$ cat src/rtl/amba_apb_pkg.sv
// Shared APB definitions: slave FSM states, default bus widths and the bus-phase
// encoding also used by the matching APB master.
package amba_apb_pkg;

    localparam int unsigned ApbAddrW = 8;
    localparam int unsigned ApbDataW = 8;
    localparam int unsigned ApbCntW  = 4;

    localparam logic [1:0] ApbPhaseIdle   = 2'b00;
    localparam logic [1:0] ApbPhaseSetup  = 2'b01;
    localparam logic [1:0] ApbPhaseAccess = 2'b10;

    typedef enum logic {
        StIdle = 1'b0,
        StWait = 1'b1
    } apb_state_e;

    function automatic logic addr_in_range(input logic [31:0] addr, input int unsigned depth);
        return addr < depth;
    endfunction

endpackage

$ cat src/rtl/apb_slave_regfile.sv
// DEPTH x DATA_W register file: async clear, one synchronous write port and one
// combinational read port that returns zero for out-of-range addresses.
module apb_slave_regfile
    import amba_apb_pkg::*;
#(
    parameter int unsigned ADDR_W = ApbAddrW,
    parameter int unsigned DATA_W = ApbDataW,
    parameter int unsigned DEPTH  = 64,
    parameter int unsigned IDX_W  = (DEPTH > 1) ? $clog2(DEPTH) : 1
) (
    input  logic              clk_i,
    input  logic              rst_i,
    input  logic              we_i,
    input  logic [IDX_W-1:0]  waddr_i,
    input  logic [DATA_W-1:0] wdata_i,
    input  logic [ADDR_W-1:0] raddr_i,
    output logic [DATA_W-1:0] rdata_o
);

    logic [DATA_W-1:0] mem_q [DEPTH];

    always_ff @(posedge clk_i or posedge rst_i) begin
        if (rst_i) begin
            for (int i = 0; i < DEPTH; i++) begin
                mem_q[i] <= '0;
            end
        end else if (we_i) begin
            mem_q[waddr_i] <= wdata_i;
        end
    end

    always_comb begin
        rdata_o = '0;
        if (addr_in_range(32'(raddr_i), DEPTH)) begin
            rdata_o = mem_q[raddr_i[IDX_W-1:0]];
        end
    end

endmodule

$ cat src/rtl/amba_apb_slave.sv
// APB completer with a byte-wide register file, programmable wait states and
// pslverr for addresses beyond DEPTH. All outputs are registered.
module amba_apb_slave
    import amba_apb_pkg::*;
#(
    parameter int unsigned ADDR_W      = ApbAddrW,
    parameter int unsigned DATA_W      = ApbDataW,
    parameter int unsigned DEPTH       = 64,
    parameter int unsigned WAIT_CYCLES = 0
) (
    input  logic              pclk_i,
    input  logic              preset_i,
    input  logic              psel_i,
    input  logic              penable_i,
    input  logic              pwrite_i,
    input  logic [ADDR_W-1:0] paddr_i,
    input  logic [DATA_W-1:0] pwdata_i,
    output logic [DATA_W-1:0] prdata_o,
    output logic              pready_o,
    output logic              pslverr_o
);

    localparam int unsigned IdxW = (DEPTH > 1) ? $clog2(DEPTH) : 1;
    localparam logic [ApbCntW-1:0] WaitLoad = ApbCntW'(WAIT_CYCLES);
    localparam logic NoWait = (WAIT_CYCLES == 0);

    apb_state_e state_q, state_d;

    logic [ADDR_W-1:0]  addr_q, addr_d;
    logic               write_q, write_d;
    logic [DATA_W-1:0]  wdata_q, wdata_d;
    logic [ApbCntW-1:0] cnt_q, cnt_d;
    logic               pready_q, pready_d;
    logic               pslverr_q, pslverr_d;
    logic [DATA_W-1:0]  prdata_q, prdata_d;

    logic              setup, access;
    logic              respond, clear, mem_we;
    logic              rsp_write, rsp_err;
    logic [ADDR_W-1:0] rd_addr;
    logic [DATA_W-1:0] rd_data;

    assign setup  = psel_i & ~penable_i;
    assign access = psel_i & penable_i;

    // A setup cycle responds from the live bus; later wait cycles use the latched copy.
    assign rd_addr   = setup ? paddr_i : addr_q;
    assign rsp_write = setup ? pwrite_i : write_q;
    assign rsp_err   = ~addr_in_range(32'(rd_addr), DEPTH);

    apb_slave_regfile #(
        .ADDR_W (ADDR_W),
        .DATA_W (DATA_W),
        .DEPTH  (DEPTH),
        .IDX_W  (IdxW)
    ) u_regfile (
        .clk_i   (pclk_i),
        .rst_i   (preset_i),
        .we_i    (mem_we),
        .waddr_i (addr_q[IdxW-1:0]),
        .wdata_i (wdata_q),
        .raddr_i (rd_addr),
        .rdata_o (rd_data)
    );

    always_ff @(posedge pclk_i or posedge preset_i) begin
        if (preset_i) begin
            state_q   <= StIdle;
            addr_q    <= '0;
            write_q   <= 1'b0;
            wdata_q   <= '0;
            cnt_q     <= '0;
            pready_q  <= 1'b0;
            pslverr_q <= 1'b0;
            prdata_q  <= '0;
        end else begin
            state_q   <= state_d;
            addr_q    <= addr_d;
            write_q   <= write_d;
            wdata_q   <= wdata_d;
            cnt_q     <= cnt_d;
            pready_q  <= pready_d;
            pslverr_q <= pslverr_d;
            prdata_q  <= prdata_d;
        end
    end

    always_comb begin
        state_d = state_q;
        unique case (state_q)
            StIdle: if (setup) state_d = StWait;
            StWait: begin
                if (!psel_i) begin
                    state_d = StIdle;
                end else if (access && pready_q) begin
                    state_d = StIdle;
                end
            end
            default: state_d = StIdle;
        endcase
    end

    always_comb begin
        addr_d    = addr_q;
        write_d   = write_q;
        wdata_d   = wdata_q;
        cnt_d     = cnt_q;
        pready_d  = pready_q;
        pslverr_d = pslverr_q;
        prdata_d  = prdata_q;
        respond   = 1'b0;
        clear     = 1'b0;
        mem_we    = 1'b0;

        // Setup is honoured in either state; in WAIT it abandons the old transfer.
        if (setup) begin
            addr_d  = paddr_i;
            write_d = pwrite_i;
            wdata_d = pwdata_i;
            cnt_d   = WaitLoad;
        end

        unique case (state_q)
            StIdle: begin
                if (setup) begin
                    clear   = 1'b1;
                    respond = NoWait;
                end
            end
            StWait: begin
                if (!psel_i) begin
                    clear = 1'b1;
                end else if (setup) begin
                    clear   = 1'b1;
                    respond = NoWait;
                end else if (!pready_q) begin
                    if (cnt_q > ApbCntW'(1)) begin
                        cnt_d = cnt_q - ApbCntW'(1);
                    end else begin
                        cnt_d   = '0;
                        respond = 1'b1;
                    end
                end else begin
                    mem_we = write_q & ~pslverr_q;
                    clear  = 1'b1;
                end
            end
            default: clear = 1'b1;
        endcase

        if (clear) begin
            pready_d  = 1'b0;
            pslverr_d = 1'b0;
            prdata_d  = '0;
        end
        if (respond) begin
            pready_d  = 1'b1;
            pslverr_d = rsp_err;
            prdata_d  = (!rsp_write && !rsp_err) ? rd_data : '0;
        end
    end

    assign pready_o  = pready_q;
    assign pslverr_o = pslverr_q;
    assign prdata_o  = prdata_q;

endmodule

$ cat config.mk
export PLATFORM = sky130hd
export DESIGN_NAME = amba_apb_slave
export DESIGN_NICKNAME = d
export VERILOG_FILES = /design/src/rtl/amba_apb_pkg.sv /design/src/rtl/apb_slave_regfile.sv /design/src/rtl/amba_apb_slave.sv
export SDC_FILE = /design/constraint.sdc
export NUM_CORES = 1
export LEC_CHECK = 0
export CORE_MARGIN = 2
export CORE_UTILIZATION = 51
export CTS_CLUSTER_SIZE = 28
export DETAILED_ROUTE_END_ITERATION = 6
export PLACE_DENSITY_LB_ADDON = 0.3
export SYNTH_ARGS = -nofsm -noshare
export SYNTH_HDL_FRONTEND = slang
export SYNTH_SLANG_ARGS = --single-unit
$ cat constraint.sdc
create_clock -name pclk_i -period 18 [get_ports pclk_i]
set_input_delay 3.6 -clock pclk_i [delete_from_list [all_inputs] [get_ports pclk_i]]
set_output_delay 3.6 -clock pclk_i [all_outputs]
set_load 0.03 [all_outputs]
==> results.md <==
* Syn nets at 2161
* Register area share after synthesis at 54.34%
* Clk sink count at 544
* Final period util at 43.20%
* Clock Root Buffer: clkbuf_16
* Post-route minimum period at 7777 ps
* Pwr dens at 99.38 nW/µm²
* Largest net degree at the start of global routing at 178
* Syn Inst Count at 2138
* Syn. warnings at 0
* Die height at 225.6 µm
* Routed Antenna Nets at 0
* Initial DRC count at 1730
* Status: finished clean
* Latest clock arrival within the worst-skew pair at 610 ps
* Initial antenna violation count at 0
* Clock buffer depth at 3
* Die area at 50910 µm²
* Fin Setup TNS at 0 ps
* Chip width at 225.6 µm
* Share of cells above drive strength 1 at 31.07%
* FILL cells at 3982
* Core region area at 48750 µm²
* RSZ-0062 raised after global routing: false
* Slew @ Worst Pin at 1184 ps
* Yosys reg bits at 544
* Core Util, Final at 56.86%
* Ys flop type: dfrtp_1
* Syn_area_per_cell at 11.72 µm²
* Synth Cell Area at 25050 µm²
* Max VDD drop at 0.00007170 V
* Cell leakage power at 12.81 nW
* CP Data Arrival Time at 8260 ps
* # IOs at 31
* Max FO, Critical Path at 97
* Total CTS buffers at 56
* Final Hold Vio Count at 0
* GRT Total Usage at 26.55%
* WL per Instance at 23.52 µm
* Port buffer count at 30
* Average vias per placed instance at 6.107
* Post-CTS Setup Inserts at 0
* Worst clock skew at 9.256 ps
* TritonCTS clock tree: done
* Asr flop ratio synth at 100.0%
* Min-delay worst type: reg -> reg
* Max-Cap Viols at 0
* Post-synth cell types at 56
* Initial Util at 51.39%
* Startpoint Class: input pin
* Final setup violation count at 0
* Cts-stage hold buffer count at 0
* First-pass GRT wire length at 103700 µm
* Post-DP HPWL at 40610 µm
* Rows at 81
* Global route overflow at 0
* EDFF count, synth at 0
* P&R area growth vs syn at 10.65%
* Post-CTS Resized at 0
* Gpl congestion at 0.8903
* DR pass1 iterations at 6
* Via count at 17209
* Nets at 2130
* Fmax at 128.6 MHz
* # H-tree levels at 2
* Clock slew at the register clock pins of the worst setup and hold paths at 60 ps
* Final wirelength at 66270 µm
* Max_slew headroom at 20.68%
* WS Path Type: in -> reg
* Crit path required time at 18490 ps
* Drt drc at 0
* Slew Viols, Final at 0
* Vias in the first global route at 17396
* Hold slack at 485.8 ps
* Crit end category: register
[logic make-up after synthesis]
kind of cell	share of synthesized area, %
compound gates	4.345
xor+xnor	0.03497
fa+ha+maj	0.09987
buf+inv	2.732
flops	54.34
mux	26.09
simple gates	12.36
[flip-flops by register name, summed over array words and instances (netlist names)]
name             cells
pready_o             1
addr_q               8
state_q              1
u_regfile.mem_q    512
pslverr_o            1
write_q              1
prdata_o             8
wdata_q              8
cnt_q                4
[synth_stat cells (all sizes together), types with 2 or more instances]
cell | instances | area share, %
nand4 | 35 | 0.87
nand2b | 7 | 0.20
nand3 | 117 | 2.3
o31a | 7 | 0.24
dfrtp | 544 | 54
a32o | 12 | 0.48
nand3b | 2 | 0.060
buf | 47 | 1.1
a21oi | 19 | 0.42
mux4 | 15 | 1.3
a31o | 3 | 0.10
a21boi | 2 | 0.060
o31ai | 5 | 0.15
inv | 8 | 0.13
o21ai | 6 | 0.12
and4 | 7 | 0.24
mux2i | 42 | 1.7
nor3b | 9 | 0.27
a22o | 7 | 0.24
nor2b | 4 | 0.10
ha | 2 | 0.10
o211ai | 9 | 0.27
nand2 | 469 | 7.0
a32oi | 8 | 0.28
a31oi | 50 | 1.2
or4 | 2 | 0.060
nor4 | 2 | 0.075
o221ai | 8 | 0.28
nor3 | 13 | 0.26
a221oi | 6 | 0.21
and3 | 4 | 0.10
mux2 | 513 | 23
nor2 | 39 | 0.58
clkbuf | 102 | 1.5
[critical path, stage by stage]
cell and delay (ps):
clkdlybuf4s50_1 660, nand2b_4 460, a21oi_4 140, inv_8 420, buf_4 1000, mux4_2 630
a211oi_1 480, a21boi_0 330, a311o_1 340
[path summary, 6_finish.rpt]
| path | slack (ps) | endpoint | cells after the start | start |
|---|---|---|---|---|
| setup / recovery | 10220 | prdata_o[0] | 9 | penable_i |
| hold / removal | 490 | addr_q[6] | 2 | addr_q[6] |
| setup reg to reg | 13730 | prdata_o[0] | 7 | addr_q[0] |
| hold reg to reg | 490 | addr_q[6] | 2 | addr_q[6] |
| max in group asynchronous | 11060 | u_regfile.mem_q[420] | 6 | preset_i |
| min in group asynchronous | 3690 | u_regfile.mem_q[247] | 3 | preset_i |
[report_power, final]
part	switching, mW	internal, mW	total, mW
logic	0.230	0.0792	0.309
clock network	0.482	0.695	1.18
registers	0.0244	1.24	1.27
[cell type report]
cell class / instances / area (µm²) / area share, %
tap: 664 / 830.8 / 2.997
clock inverter: 13 / 125.1 / 0.4514
timing repair buffer: 60 / 538.0 / 1.941
inverter: 8 / 41.29 / 0.1490
antenna: 1 / 2.502 / 0.009027
clock buffer: 91 / 1764 / 6.364
sequential: 544 / 13620 / 49.14
multi-input combinational: 1437 / 10800 / 38.94
[stage by stage]
| stage | instance area, µm² | setup WS (ps) | cells | power (mW) |
|---|---|---|---|---|
| 6_report | 27720 | 10220 | 2818 | 2.755 |
| 5_1_grt | 27720 | 10110 | 2817 | 2.844 |
| 4_1_cts | 27720 | 10330 | 2817 | 2.770 |
| 3_5_place_dp | 25830 | 9733 | 2713 | 1.595 |
| 3_3_place_gp | 25830 | 9715 | 2713 | 1.590 |
| 2_1_floorplan | 25060 | 7000 | 2138 | 1.483 |
[routing by layer]
| metal | up-vias | track usage (%) | part of all wire (%) | wire [µm] |
|---|---|---|---|---|
| met5 | - | 0 | 0 | 0 |
| met4 | 0 | 10.08 | 3.6 | 2354 |
| li1 | 7480 | - | - | - |
| met3 | 136 | 4.944 | 7.0 | 4615 |
| met2 | 666 | 40.55 | 45 | 29880 |
| met1 | 8927 | 37.85 | 44 | 29430 |
[layout by cell type (no fill, tap or decap), drive strengths merged, types with 4 or more instances in the layout]
cell,synthesis,routed
a31oi,50,50
a32oi,8,8
nand3,117,117
dfrtp,544,544
and3,4,4
nor2,39,39
clkinv,0,8
o31a,7,7
a22o,7,7
o211ai,9,9
o21ai,6,6
mux2i,42,42
nor3,13,13
nand2b,7,7
and4,7,7
mux2,513,513
nor2b,4,4
nor3b,9,9
o221ai,8,8
clkdlybuf4s50,0,30
a221oi,6,6
mux4,15,15
buf,47,30
nand4,35,35
nand2,469,469
a32o,12,12
clkbuf,102,91
inv,8,9
a21oi,19,19
o31ai,5,5
No activity file was read; power rests on OpenSTA's default activity.
